## src/rtl/bist_pkg.sv

```systemverilog
// rtl/bist_pkg.sv - shared BIST command constants, word layout and sequencer state encoding.
package bist_pkg;

  localparam int CMD_W  = 8;
  localparam int DATA_W = 8;
  localparam int WORD_W = CMD_W + DATA_W;
  localparam int TMR_W  = 16;

  // Also decoded by the BIST engine, so both sides must agree on these values.
  localparam logic [CMD_W-1:0] BIST_CMD_NOP = 8'h00;
  localparam logic [CMD_W-1:0] BIST_CMD_CLR = 8'hFF;

  typedef enum logic [2:0] {
    IDLE,
    LOAD,
    START,
    WAIT,
    CLEAR
  } state_t;

  function automatic logic [CMD_W-1:0] word_cmd(input logic [WORD_W-1:0] word);
    return word[WORD_W-1:DATA_W];
  endfunction

endpackage

```

## src/rtl/bist_cmd_fifo.sv

```systemverilog
// rtl/bist_cmd_fifo.sv - synchronous command FIFO with occupancy output; head is read combinationally.
module bist_cmd_fifo #(
  parameter int DEPTH = 4,
  parameter int WIDTH = 16
) (
  input  logic                     clk,
  input  logic                     res,
  input  logic                     push,
  input  logic [WIDTH-1:0]         wdata,
  input  logic                     pop,
  output logic [WIDTH-1:0]         rdata,
  output logic                     full,
  output logic                     empty,
  output logic [$clog2(DEPTH):0]   level
);

  localparam int AW = $clog2(DEPTH);
  localparam logic [AW:0] FULL_LEVEL = (AW+1)'(DEPTH);

  logic [WIDTH-1:0] mem [DEPTH];
  logic [AW-1:0]    wptr;
  logic [AW-1:0]    rptr;
  logic             do_push;
  logic             do_pop;

  assign full    = (level == FULL_LEVEL);
  assign empty   = (level == '0);
  assign do_push = push && !full;
  assign do_pop  = pop && !empty;
  assign rdata   = mem[rptr];

  // Pointers wrap naturally because DEPTH is a power of two; level tells full from empty.
  always_ff @(posedge clk) begin
    if (res) begin
      wptr  <= '0;
      rptr  <= '0;
      level <= '0;
    end else begin
      if (do_push) wptr <= wptr + 1'b1;
      if (do_pop)  rptr <= rptr + 1'b1;
      case ({do_push, do_pop})
        2'b10:   level <= level + 1'b1;
        2'b01:   level <= level - 1'b1;
        default: level <= level;
      endcase
    end
  end

  always_ff @(posedge clk) begin
    if (do_push) mem[wptr] <= wdata;
  end

endmodule

```

## src/rtl/bist_cmd_sequencer.sv

```systemverilog
// rtl/bist_cmd_sequencer.sv - queues JTAG command words and sequences them into the BIST buffer/engine.
module bist_cmd_sequencer
  import bist_pkg::*;
#(
  parameter int               FIFO_DEPTH = 4,
  parameter int               TIMEOUT    = 255,
  parameter logic [CMD_W-1:0] CMD_NOP    = BIST_CMD_NOP,
  parameter logic [CMD_W-1:0] CMD_CLR    = BIST_CMD_CLR
) (
  input  logic                          clk,
  input  logic                          res,
  input  logic                          cmd_valid,
  input  logic [WORD_W-1:0]             cmd_word,
  output logic                          cmd_ready,
  input  logic                          err_clr,
  output logic                          buf_write_en,
  output logic                          buf_res,
  output logic [WORD_W-1:0]             buf_in,
  output logic                          exec_start,
  input  logic                          exec_done,
  output logic                          busy,
  output logic                          timeout_err,
  output logic [$clog2(FIFO_DEPTH):0]   fifo_level
);

  localparam logic [TMR_W-1:0] TIMEOUT_VAL = TMR_W'(TIMEOUT);

  state_t             state;
  state_t             state_nxt;
  logic [TMR_W-1:0]   timer;
  logic [TMR_W-1:0]   timer_nxt;
  logic [WORD_W-1:0]  head;
  logic               fifo_full;
  logic               fifo_empty;
  logic               pop;
  logic               err_set;

  bist_cmd_fifo #(
    .DEPTH (FIFO_DEPTH),
    .WIDTH (WORD_W)
  ) u_fifo (
    .clk   (clk),
    .res   (res),
    .push  (cmd_valid),
    .wdata (cmd_word),
    .pop   (pop),
    .rdata (head),
    .full  (fifo_full),
    .empty (fifo_empty),
    .level (fifo_level)
  );

  assign cmd_ready = !fifo_full;
  assign busy      = (state != IDLE) || !fifo_empty;

  always_comb begin
    state_nxt = state;
    timer_nxt = timer;
    pop       = 1'b0;
    err_set   = 1'b0;
    case (state)
      IDLE: begin
        if (!fifo_empty) begin
          pop = 1'b1;
          if (word_cmd(head) == CMD_NOP)      state_nxt = IDLE;
          else if (word_cmd(head) == CMD_CLR) state_nxt = CLEAR;
          else                                state_nxt = LOAD;
        end
      end
      LOAD:  state_nxt = START;
      START: begin
        timer_nxt = TIMEOUT_VAL;
        state_nxt = WAIT;
      end
      WAIT: begin
        // Completion on the expiry cycle still counts as success.
        if (exec_done) begin
          state_nxt = IDLE;
        end else if (timer == '0) begin
          err_set   = 1'b1;
          state_nxt = CLEAR;
        end else begin
          timer_nxt = timer - 1'b1;
        end
      end
      CLEAR:   state_nxt = IDLE;
      default: state_nxt = IDLE;
    endcase
  end

  // Strobes are registered from the next state so each lands in the cycle its state is occupied.
  always_ff @(posedge clk) begin
    if (res) begin
      state        <= IDLE;
      timer        <= '0;
      buf_write_en <= 1'b0;
      exec_start   <= 1'b0;
      buf_res      <= 1'b0;
      buf_in       <= '0;
      timeout_err  <= 1'b0;
    end else begin
      state        <= state_nxt;
      timer        <= timer_nxt;
      buf_write_en <= (state_nxt == LOAD);
      exec_start   <= (state_nxt == START);
      buf_res      <= (state_nxt == CLEAR);
      if (pop && (state_nxt == LOAD)) buf_in <= head;
      if (err_set)      timeout_err <= 1'b1;
      else if (err_clr) timeout_err <= 1'b0;
    end
  end

endmodule
```

## config.mk

```make
export PLATFORM = sky130hd
export DESIGN_NAME = bist_cmd_sequencer
export DESIGN_NICKNAME = d
export VERILOG_FILES = /design/src/rtl/bist_pkg.sv /design/src/rtl/bist_cmd_fifo.sv /design/src/rtl/bist_cmd_sequencer.sv
export SDC_FILE = /design/constraint.sdc
export NUM_CORES = 1
export LEC_CHECK = 0
export BUFFER_PORTS_ARGS = -buffer_cell sky130_fd_sc_hd__buf_2
export CORE_MARGIN = 3
export CORE_UTILIZATION = 51
export DETAILED_ROUTE_END_ITERATION = 6
export HOLD_SLACK_MARGIN = 0.05
export PLACE_DENSITY = 0.75
export SYNTH_ARGS = -nofsm -noshare
export SYNTH_HDL_FRONTEND = slang
export SYNTH_SLANG_ARGS = --single-unit
```

## constraint.sdc

```tcl
create_clock -name clk -period 5.2 [get_ports clk]
set_input_delay 0.26 -clock clk [delete_from_list [all_inputs] [get_ports clk]]
set_output_delay 0.26 -clock clk [all_outputs]
set_load 0.005 [all_outputs]
```

==> Yosys cells after proc, flatten, opt, wreduce, memory -nomap -nowiden <==
Memory sizes are Yosys's and may differ from the RTL's. A register that Yosys moved wholly into a read port is not among the register bits.
Cells that the tools add are included.
{ "word_totals": {"in_bits": 21, "reg_bits": 46, "memories": 1, "elab_cells": 64, "mem_bits_rw": 64} }
{ "memory_table": {"columns": ["memory", "depth", "width", "read_ports", "rd_clocked_by_memory_dff", "wr", "line", "rtl"], "rows": [
  ["u_fifo.mem", 4, 16, 1, 1, 1, "bist_cmd_fifo.sv:20", "logic [WIDTH-1:0] mem [DEPTH];"]
]} }
{ "op_classes": {"add_sub_neg": 5, "n_eq_ne": 12, "reduce_logical": 15, "muxes": 21} }
{ "ops": {"columns": ["operator", "n"], "rows": [
  ["$mux W16", 2],
  ["$pmux W16 S2", 1],
  ["$logic_not A16 Y1", 1],
  ["$sub A16 B1 Y16 const B", 1],
  ["$mux W3", 5],
  ["$pmux W3 S4", 1],
  ["$eq A3 B2 Y1 const B", 3],
  ["$mux W1", 9],
  ["$eq A8 B8 Y1 const B", 1],
  ["$logic_not A8 Y1", 1],
  ["$eq A3 B1 Y1 const B", 2],
  ["$eq A3 B3 Y1 const B", 2],
  ["$logic_not A3 Y1", 2],
  ["$pmux W3 S2", 1],
  ["$reduce_bool A2 Y1", 3],
  ["$add A2 B1 Y2 const B", 2],
  ["$mux W2", 2],
  ["$ne A2 B2 Y1 const B", 2],
  ["$add A3 B1 Y3 const B", 1],
  ["$logic_and A1 B1 Y1", 3],
  ["$reduce_and A3 Y1", 1],
  ["$reduce_bool A3 Y1", 1],
  ["$sub A3 B1 Y3 const B", 1],
  ["$eq A2 B1 Y1 const B", 1],
  ["3 further kinds", 4]
]} }

==> Depth between registers and ports, before layout <==
Gate-level depths: netlist (run 1).
{ "depth": {"word_depth": 7, "depth_mapped": 10} }

==> Hierarchy <==
Synthesis (run 1) repeated with hierarchy kept, for this count alone.
{ "unflattened": {"cells_unflattened": 355, "area_unflattened_um2": 4643.2} }
{ "modules_own_cells": {"columns": ["mod", "cells_per_inst", "n_inst", "area_each_um2"], "rows": [
  ["bist_cmd_fifo", 138, 1, 2821.5],
  ["bist_cmd_sequencer", 217, 1, 1821.7]
]} }

==> Worst setup path after synthesis (run 1) <==
OpenSTA, ideal clock, no wires.
{ "synth_path": {"kind": "flip-flop to flip-flop", "startpoint": "reg with a tool-made name", "endpoint": "reg buf_in[14]", "arrival_ps": 2155, "period_less_slack_ps": 2286, "path_stages_with_launch": 9, "setup_time_ps": 131, "setup_slack_ps": 2914, "n_path_buf": 3, "path_cell_list": "dfxtp_1 > buf_6 > mux4_1 > or4_4 > o21a_1 > buf_6 > buf_8 > nand3_1 > a21oi_2"} }
{ "synth_rtl": {"columns": ["item", "line", "rtl"], "rows": [
  ["end signal, assigned", "bist_cmd_sequencer.sv:99", "buf_in <= '0;"],
  ["end signal, assigned", "bist_cmd_sequencer.sv:107", "if (pop && (state_nxt == LOAD)) buf_in <= head;"],
  ["end, declared", "bist_cmd_sequencer.sv:18", "output logic [WORD_W-1:0] buf_in,"]
]} }

==> results.yml, run 1 <==
synthesis:
  yosys-top-cells-count: "64 x edfxtp_1, 48 x dfxtp_1, 27 x a21oi_1"
  yosys.area.top_type: "edfxtp_1"
  synth.avg_cell_area_sq_um: 13.67
  netlist_area_sq_mm: 0.004566
  yosysMostFrequentCell: "edfxtp_1"
  ys_ff_latch: 112
  synth_cells: 334
  syn-num-nets: 362
  netlist.area_leader.share_pct: 42.09
  async_reset_ff_share_pct: 0
  synthFlopType: "edfxtp_1"
  ys_warn_count: 0
  synth_cell_types: 49
  synth-edff-count: 64
  ys_seq_area_share_pct: 63.14
  synth_area_leaders: "edfxtp_1 42%, dfxtp_1 21%, mux4_2 5.4%"
routing:
  wire_per_inst_microns: 16.54
  drt_iter0_drc: 109
  dr.pass1.iters: 4
  vias_per_cell: 5.768
  dr_total_vias: 2786
  antenna_left: 0
  drc: 0
  wl_microns: 7990
place:
  hpwl_microns: 5478
  place.gp.congestion: 0.7689
  portBuffers: 45
  pre_cts_ws_ps: 2050
final_layout:
  fillCellCount: 655
  seqCellArea_sq_mm: 0.002883
  syn2layout_area_growth_pct: 9.043
  utilization_pct: 58.82
  antenna_cells: 0
  multi_input_area_sq_mm: 0.001511
  drive_above_1_share_pct: 23.02
  nets: 401
cts:
  ctsResizeCount: 0
  cts_sinks: 112
  cts.htree.levels: 3
  cts_hold_buf: 0
  max-clock-path-buffers: 2
  clk_pin_slew_worst_paths_ps: 110
  cts-root-buf: "clkbuf_8"
  clkLatencyLatePin_ps: 370
  post_cts_buffers: 0
  cts_tree: "built"
  cts_buffers: 9
min_path:
  hold_class: "input port to register"
  whs_path_depth: 1
  holdPathEnd: "u_fifo.mem[1][13]"
  min_from: "cmd_word[13]"
pwr:
  vdd_drop_max_mv: 0.2369
  cellLeakagePower_uw: 0.001757
  finalPower_uw: 2724
  power_density_mw_per_mm2: 547.2
critical_path:
  reg2reg_slack_ps: 2080
  reg2reg_to: "state[2]"
  start_kind: "register"
  rr_worst_depth: 5
  cp_max_fo: 18
  crit_type: "register to register"
  cp.required_ps: 5440
  cp-end-kind: "register"
  cp_data_arrival_time_ps: 3360
sta:
  skew_ps: 6.346
  setup_violations: 0
  slew_headroom_pct: 33.62
  period_share_pct: 59.93
  setup_ws_ps: 2083
  final-max-slew-violation-count: 0
  hold_viol: 0
  max_freq_mhz: 320.9
  period_minus_slack_ps: 3117
  worst-slew-pin-transition_ps: 992.0
  rsz0062_at_grt: "no"
  final.setup.tns_ps: 0
floorplanning:
  core-area_sq_mm: 0.008464
  initial_core_util_pct: 53.94
  io_pins: 46
  die_area_sq_mm: 0.01012
  die_h_microns: 100.6
  rows: 33
  dieWidth_microns: 100.6
grt:
  overflow: 0
  antenna_found_initial: 0
  grt_pass1_wl_microns: 13250
  grt_max_degree: 41
  grt_pass1_vias: 2671
  grt.total_usage_pct: 16.90
flow_run:
  cap_violations: 0
outcome:
  outcome: "finished, final reports clean"
-- flip-flops by register name (all words and copies together) (netlist names), 2 cells and up, named ones only --
name          cells
u_fifo.level      3
u_fifo.mem       64
u_fifo.wptr       2
u_fifo.rptr       2
timer            16
state             3
buf_in           16
-- per-stage QoR --
| step | instance area [sq um] | std cells | hold slack, ps |
|---|---|---|---|
| 6_report | 4979 | 483 | 89.96 |
| 5_1_grt | 4979 | 483 | 75.19 |
| 4_1_cts | 4979 | 483 | 69.86 |
| 3_5_place_dp | 4788 | 467 | 473.9 |
| 3_3_place_gp | 4788 | 467 | 461.0 |
| 2_1_floorplan | 4566 | 334 | 358.9 |
-- power breakdown --
group	switching (uW)	total (uW)	internal, uW
logic	523	947	423
clock network	310	499	189
registers	148	1280	1130
-- worst max-delay path by stage --
stage	startpoint	to	slack, ps	cells after the start
2_1_floorplan	register	buf_in[14]	2910	8
3_3_place_gp	register	state[2]	2080	5
3_5_place_dp	register	state[2]	2050	5
4_1_cts	register	state[2]	2020	5
5_1_grt	register	state[2]	1770	5
6_report	register	state[2]	2080	5
-- cells by family (layout without fill, tap and decap cells) --
logic type                 count (synthesis)  count (layout)  share of synthesized area, %
AOI/OAI and AO/OA                         74              74                         9.783
and+or+nand+nor                           91              91                         11.54
buffers and inverters                     27              71                         3.754
DFF                                      112             112                         63.14
xor gates and xnor gates                   6               6                         1.151
adders and majority gates                  7               7                         2.083
muxes                                     17              17                         8.550
-- layer usage --
metal	vias to the layer above	global-route usage, %	wire length [microns]
li1	1364	-	-
met1	1349	21.62	3543
met2	62	27.80	3962
met3	11	5.190	369
met4	0	4.974	114
met5	-	0	0
-- layout by cell type (no fill, tap or decap), types with 10 or more instances in the layout --
| cell | instances |
|---|---|
| a21oi_1 | 27 |
| inv_1 | 10 |
| buf_2 | 45 |
| dfxtp_1 | 48 |
| edfxtp_1 | 64 |
| nor2_1 | 17 |
| o21ai_0 | 14 |
| nand3_1 | 20 |
| mux4_2 | 11 |
-- area by class of cell --
cell class                      count  area share (%)
Clock buffer                        9           2.488
Sequential cell                   112           57.90
Clock inverter                      7           1.332
Timing Repair Buffer               45           4.524
Multi-Input combinational cell    195           30.36
Inverter                           10          0.7540
Tap cell                          105           2.639
-- critical path, cell delays in order, from the launching register on --
cell     delay [ps]
dfxtp_1         980
mux4_1          710
or4_4           590
o21a_1          390
a21oi_1         250
nor2_1           60
Note: power is estimated with default switching activity, not from simulation.
==> run 2: changes to the inputs <==
--- a/config.mk
+++ b/config.mk
@@ -5,12 +5,13 @@
 export SDC_FILE = /design/constraint.sdc
 export NUM_CORES = 1
 export LEC_CHECK = 0
+export ABC_AREA = 1
 export BUFFER_PORTS_ARGS = -buffer_cell sky130_fd_sc_hd__buf_2
 export CORE_MARGIN = 3
 export CORE_UTILIZATION = 51
 export DETAILED_ROUTE_END_ITERATION = 6
 export HOLD_SLACK_MARGIN = 0.05
-export PLACE_DENSITY = 0.75
+export PLACE_DENSITY = 0.78
 export SYNTH_ARGS = -nofsm -noshare
 export SYNTH_HDL_FRONTEND = slang
 export SYNTH_SLANG_ARGS = --single-unit
==> constraint.sdc (replaced) <==
create_clock -name clk -period 2.5 [get_ports clk]
set_input_delay 0.125 -clock clk [delete_from_list [all_inputs] [get_ports clk]]
set_output_delay 0.125 -clock clk [all_outputs]
set_load 0.005 [all_outputs]
==> run 2 against run 1 <==
Against the previous run: core utilization rose by 2.2 points; combinational power grew to 2.7 times the previous value; clock power increased by 110%; area after synthesis up 11%; sequential share of layout area down 7.7 points; sequential power increased by 94%; sequential cell count unchanged; non-clock buffer count is 26 higher; critical endpoint is now buf_in[12]; largest cell class unchanged; largest power group is now combinational cells.
==> results.yml, run 2 <==
floorplanning:
  core-area_sq_mm: 0.009415
  io_pins: 46
  dieWidth_microns: 105.5
  rows: 35
  die_h_microns: 105.5
  initial_core_util_pct: 53.61
  die_area_sq_mm: 0.01113
synthesis:
  ys_ff_latch: 112
  synth_cells: 579
  yosysMostFrequentCell: "nand2_1"
  synthFlopType: "edfxtp_1"
  synth-edff-count: 64
  syn-num-nets: 607
  ys_seq_area_share_pct: 57.11
  netlist.area_leader.share_pct: 38.08
  synth_area_leaders: "edfxtp_1 38%, dfxtp_1 19%, nand2_1 13%"
  synth.avg_cell_area_sq_um: 8.717
  netlist_area_sq_mm: 0.005047
  yosys-top-cells-count: "173 x nand2_1, 87 x nor2_1, 64 x edfxtp_1"
  async_reset_ff_share_pct: 0
  ys_warn_count: 0
  yosys.area.top_type: "edfxtp_1"
  synth_cell_types: 29
final_layout:
  utilization_pct: 61.02
  largest_reg_flops: 64
  top_regs: "u_fifo.mem (64), buf_in (16), timer (16)"
  final_cell_mix: "173 x nand2_1, 87 x nor2_1, 64 x edfxtp_1"
  nets: 669
  syn2layout_area_growth_pct: 13.83
  largest_register: "u_fifo.mem"
  final_common_cell: "nand2_1"
  drive_above_1_share_pct: 13.31
  antenna_cells: 0
min_path:
  hold_class: "input port to register"
  holdPathEnd: "timer[0]"
  whs_path_depth: 3
  min_from: "exec_done"
routing:
  dr_total_vias: 3836
  wire_per_inst_microns: 12.65
  drc: 0
  drt_iter0_drc: 176
  antenna_left: 0
  dr.pass1.iters: 4
  wl_microns: 9803
  vias_per_cell: 4.950
sta:
  skew_ps: 21.29
  setup_ws_ps: 421.8
  hold_viol: 0
  worst-slew-pin-transition_ps: 667.5
  final.setup.tns_ps: 0
  setup_violations: 0
  period_share_pct: 83.13
  max_freq_mhz: 481.2
  rsz0062_at_grt: "no"
  slew_headroom_pct: 55.45
  final-max-slew-violation-count: 0
  period_minus_slack_ps: 2078
critical_path:
  crit_type: "register to register"
  reg2reg_to: "buf_in[12]"
  rr_worst_depth: 11
  cp_max_fo: 33
  cp.required_ps: 2770
  reg2reg_slack_ps: 420
  cp_data_arrival_time_ps: 2350
  start_kind: "register"
  cp-end-kind: "register"
place:
  pre_cts_ws_ps: 475.8
  hpwl_microns: 6667
  place.gp.congestion: 0.8947
  portBuffers: 45
cts:
  ctsResizeCount: 0
  cts_sinks: 112
  clk_pin_slew_worst_paths_ps: 110
  cts.htree.levels: 3
  cts-root-buf: "clkbuf_8"
  cts_tree: "built"
  max-clock-path-buffers: 2
  cts_buffers: 9
  clkLatencyLatePin_ps: 390
pwr:
  power_density_mw_per_mm2: 1067
  vdd_drop_max_mv: 0.5008
  cellLeakagePower_uw: 0.002527
grt:
  grt_max_degree: 34
  antenna_found_initial: 0
  grt_pass1_wl_microns: 16880
  grt_pass1_vias: 3638
  overflow: 0
  grt.total_usage_pct: 18.67
outcome:
  outcome: "finished, final reports clean"
flow_run:
  cap_violations: 0
-- run 2: cell count changes in the layout (fill, tap and decap cells not counted), moves of 8 or more --
cell	delta
dlygate4sd3_1	+17
mux4_2	-11
nor2_1	+70
inv_1	+40
nand4_1	+9
buf_4	+9
or3_1	-9
o21ai_0	+13
or4_1	-9
nand2_1	+166
o21ai_1	-9
o22a_1	+8
-- run 2: power by group --
part / internal (uW) / total, uW / leakage [uW] / switching (uW)
combinational: 951 / 2590 / 0.00144 / 1640
sequential: 2280 / 2480 / 0.000981 / 195
clock: 401 / 1070 / 0.000104 / 667
total: 3630 / 6130 / 0.00253 / 2500
-- run 2: critical path: stages, from the launching register on --
cell	delay, ps
dfxtp_1	570
inv_4	210
nand2_1	130
nand3_1	80
nand2_1	90
nand2_1	50
nor2_1	120
nand2_2	180
nand3_4	300
nand2_1	100
nand2_1	80
nor2_1	50
-- run 2: timing repair --
| action | 4_1_cts | 5_1_grt |
|---|---|---|
| hold endpoints to repair | 65 | 0 |
| buffers inserted | 0 | 0 |
| hold buffers | 17 | 0 |
-- run 2: metrics by stage --
| step | power (uW) | hold WS (ps) | area (sq um) | std cells |
|---|---|---|---|---|
| 3_3_place_gp | 5015 | 334.3 | 5376 | 742 |
| 4_1_cts | 6164 | 72.00 | 5746 | 775 |
| 2_1_floorplan | 4522 | 194.1 | 5047 | 579 |
| 3_5_place_dp | 5078 | 340.8 | 5376 | 742 |
| 6_report | 6132 | 83.84 | 5746 | 775 |
| 5_1_grt | 6692 | 91.52 | 5746 | 775 |
-- run 2: logic make-up (layout without fill, tap and decap cells) --
group	count (synthesis)	count (layout)	synth area share (%)
buffers and inverters	76	143	6.693
adder cells (fa/ha/maj)	7	7	1.884
flip-flops	112	112	57.11
AND/OR/NAND/NOR	309	309	25.56
AO/OA/AOI/OAI	66	66	7.189
XOR/XNOR	9	9	1.562
-- run 2: cell type report --
| type | instances | area [sq um] |
|---|---|---|
| fill | 811 | 3670 |
| sequential | 112 | 2883 |
| multi-input combinational | 391 | 1827 |
| timing repair buffer | 71 | 462.9 |
| inverter | 56 | 212.7 |
| tap | 129 | 161.4 |
| clock buffer | 9 | 123.9 |
| clock inverter | 7 | 75.07 |
-- run 2: layer usage --
metal  vias to the layer above  part of all wire [%]  track usage, %  wire, microns
met5                         -                     0               0              0
met4                         0                   1.1           6.467            106
met3                         9                   4.5           3.858            446
met2                        80                    50           31.06           4874
met1                      1756                    45           24.27           4375
li1                       1991                     -               -              -
-- run 2: how the worst max path moves through the flow --
stage                     from               to  slack, ps  depth (start not counted)
2_1_floorplan         state[2]  u_fifo.level[2]        270                          9
3_3_place_gp   u_fifo.level[0]  u_fifo.level[2]        580                         10
3_5_place_dp          register       buf_in[12]        480                         11
4_1_cts               register       buf_in[12]        430                         11
5_1_grt               register       buf_in[12]         90                         11
6_report              register       buf_in[12]        420                         11
==> run 3: changes to the inputs <==
==> constraint.sdc (replaced) <==
create_clock -name clk -period 1.7 [get_ports clk]
set_input_delay 0.085 -clock clk [delete_from_list [all_inputs] [get_ports clk]]
set_output_delay 0.085 -clock clk [all_outputs]
set_load 0.005 [all_outputs]
==> run 3 against run 2 <==
Against the previous run: the flow now finishes with violations (setup timing); global-route usage increased by 1.4 points; via count increased by 9.6%; critical path depth increased by 2; total power increased by 70%; sequential share of layout area decreased by 5.3 points; sequential cell count unchanged; maximum frequency increased by 17%; cell count increased by 6.3%; final area increased by 12%; highest routed layer unchanged.
==> results.yml, run 3 (synthesized netlist as in run 2, its figures left out) <==
routing:
  wl_microns: 11710
  antenna_left: 0
  drt_iter0_drc: 150
  dr_total_vias: 4205
  wire_per_inst_microns: 14.21
  drc: 0
  dr.pass1.iters: 4
  vias_per_cell: 5.103
critical_path:
  start_kind: "register"
  worst-path-buf-inv: 3
  cp-end-kind: "register"
  rr_worst_depth: 13
  cp_data_arrival_time_ps: 2060
  crit_chain: "buf_6 > nand2_1 > nand2_1 > nand2_1 > nand2_2 > nand2_2 > nor2_4 > nand2_4 > buf_6 > nand3_4 > nand2_1 > inv_1 > nor2_1"
  cp_max_fo: 7
  slowest_stage: "dfxtp_4"
  crit_type: "register to register"
  slowest_delay_ps: 460
  cp.required_ps: 1980
  reg2reg_slack_ps: -80
  reg2reg_to: "buf_in[0]"
  critPathTopFamily: "simple AND/OR/NAND/NOR gates"
  path_common_cell: "nand2_1"
grt:
  grt.total_usage_pct: 20.09
  grt_max_degree: 25
  grt_pass1_vias: 3955
  grt_pass1_wl_microns: 18010
  antenna_found_initial: 0
  overflow: 0
final_layout:
  antenna_cells: 0
  fillCellCount: 709
  final_area_sq_mm: 0.006442
  final_common_cell: "nand2_1"
  top_regs: "u_fifo.mem (64), buf_in (16), timer (16)"
  syn2layout_area_growth_pct: 27.64
  utilization_pct: 68.43
  drive_above_1_share_pct: 27.48
  largest_reg_flops: 64
  final_cell_mix: "143 x nand2_1, 81 x nor2_1, 64 x edfxtp_1"
  largest_register: "u_fifo.mem"
  nets: 718
cts:
  cts_sinks: 112
  max-clock-path-buffers: 2
  cts_buffers: 9
  cts.htree.levels: 3
  cts-root-buf: "clkbuf_8"
  cts_tree: "built"
  clkLatencyLatePin_ps: 380
  clk_pin_slew_worst_paths_ps: 120
sta:
  period_minus_slack_ps: 1778
  slew_headroom_pct: 54.05
  skew_ps: 19.65
  setup_violations: 17
  worst-slew-pin-transition_ps: 688.5
  final-max-slew-violation-count: 0
  period_share_pct: 104.6
  hold_viol: 0
  max_freq_mhz: 562.3
  setup_ws_ps: -78.39
  rsz0062_at_grt: "yes"
min_path:
  holdPathEnd: "timer[0]"
  hold_class: "input port to register"
  whs_path_depth: 3
  min_from: "exec_done"
pwr:
  vdd_drop_max_mv: 0.8454
  power_density_mw_per_mm2: 1614
  finalPower_uw: 10400
  cellLeakagePower_uw: 0.002834
outcome:
  violations: "setup timing"
  outcome: "finished, violations left"
floorplanning:
  die_h_microns: 105.5
  die_area_sq_mm: 0.01113
  io_pins: 46
  rows: 35
  core-area_sq_mm: 0.009415
  initial_core_util_pct: 53.61
  dieWidth_microns: 105.5
flow_run:
  cap_violations: 0
place:
  pre_cts_ws_ps: -68.96
  portBuffers: 45
  post_dp_cell_area_sq_mm: 0.005698
  place.gp.congestion: 0.8559
  hpwl_microns: 7224
run 3: per-layer routing:
layer  GRT usage [%]  vias up  routed length (microns)
met1           24.78     1960                     4744
met2           36.43      107                     6165
met5               0        -                        0
met3           3.307       33                      466
met4           5.155        0                      329
li1                -     2105                        -
run 3: layout make-up:
class                           instances  area (sq um)  share of cell area, %
Sequential cell                       112          2894                  44.92
Tap cell                              129         161.4                  2.505
Inverter                               56         232.7                  3.612
Clock inverter                          6         60.06                 0.9322
Timing Repair inverter                  1         8.758                 0.1359
Multi-Input combinational cell        394          2047                  31.77
Timing Repair Buffer                  116         910.9                  14.14
Clock buffer                           10         127.6                  1.981
run 3: worst reg2reg max path, stage by stage (launching register included):
cell and delay [ps]:
dfxtp_4 460, buf_6 150, nand2_1 90, nand2_1 110, nand2_1 80, nand2_2 90
nand2_2 60, nor2_4 110, nand2_4 120, buf_6 150, nand3_4 100, nand2_1 60
inv_1 50, nor2_1 40
run 3: stage by stage:
step,hold WS [ps],setup TNS (ps),cells
finish,82.38,-699.6,824
global route,75.37,-2906,824
CTS,63.25,-98.68,810
detailed placement,301.3,-743.6,775
global placement,291.7,-55.19,775
floorplan,154.1,-12820,579
run 3: how the worst max path moves through the flow:
| stage | from | cells after the start | slack, ps | endpoint |
|---|---|---|---|---|
| 2_1_floorplan | state[0] | 8 | -250 | u_fifo.level[1] |
| 3_3_place_gp | state[0] | 8 | -30 | u_fifo.level[2] |
| 3_5_place_dp | state[0] | 8 | -70 | u_fifo.level[2] |
| 4_1_cts | state[1] | 8 | -60 | u_fifo.level[2] |
| 5_1_grt | register | 12 | -190 | buf_in[4] |
| 6_report | register | 13 | -80 | buf_in[0] |
run 3: repair_timing:
action | 4_1_cts | 5_1_grt
hold buffers | 17 | 0
pin swaps | 2 | 26
setup endpoints to repair | 20 | 39
endpoints found under the hold margin | 65 | 0
setup buffers | 1 | 11
cloned | 1 | 4
gates resized for setup | 5 | 75
run 3: power by group:
part           switching [uW]  internal, uW  total (uW)
clock network             946           576        1520
logic                    3000          2190        5190
registers                 311          3370        3680
total                    4250          6140       10400
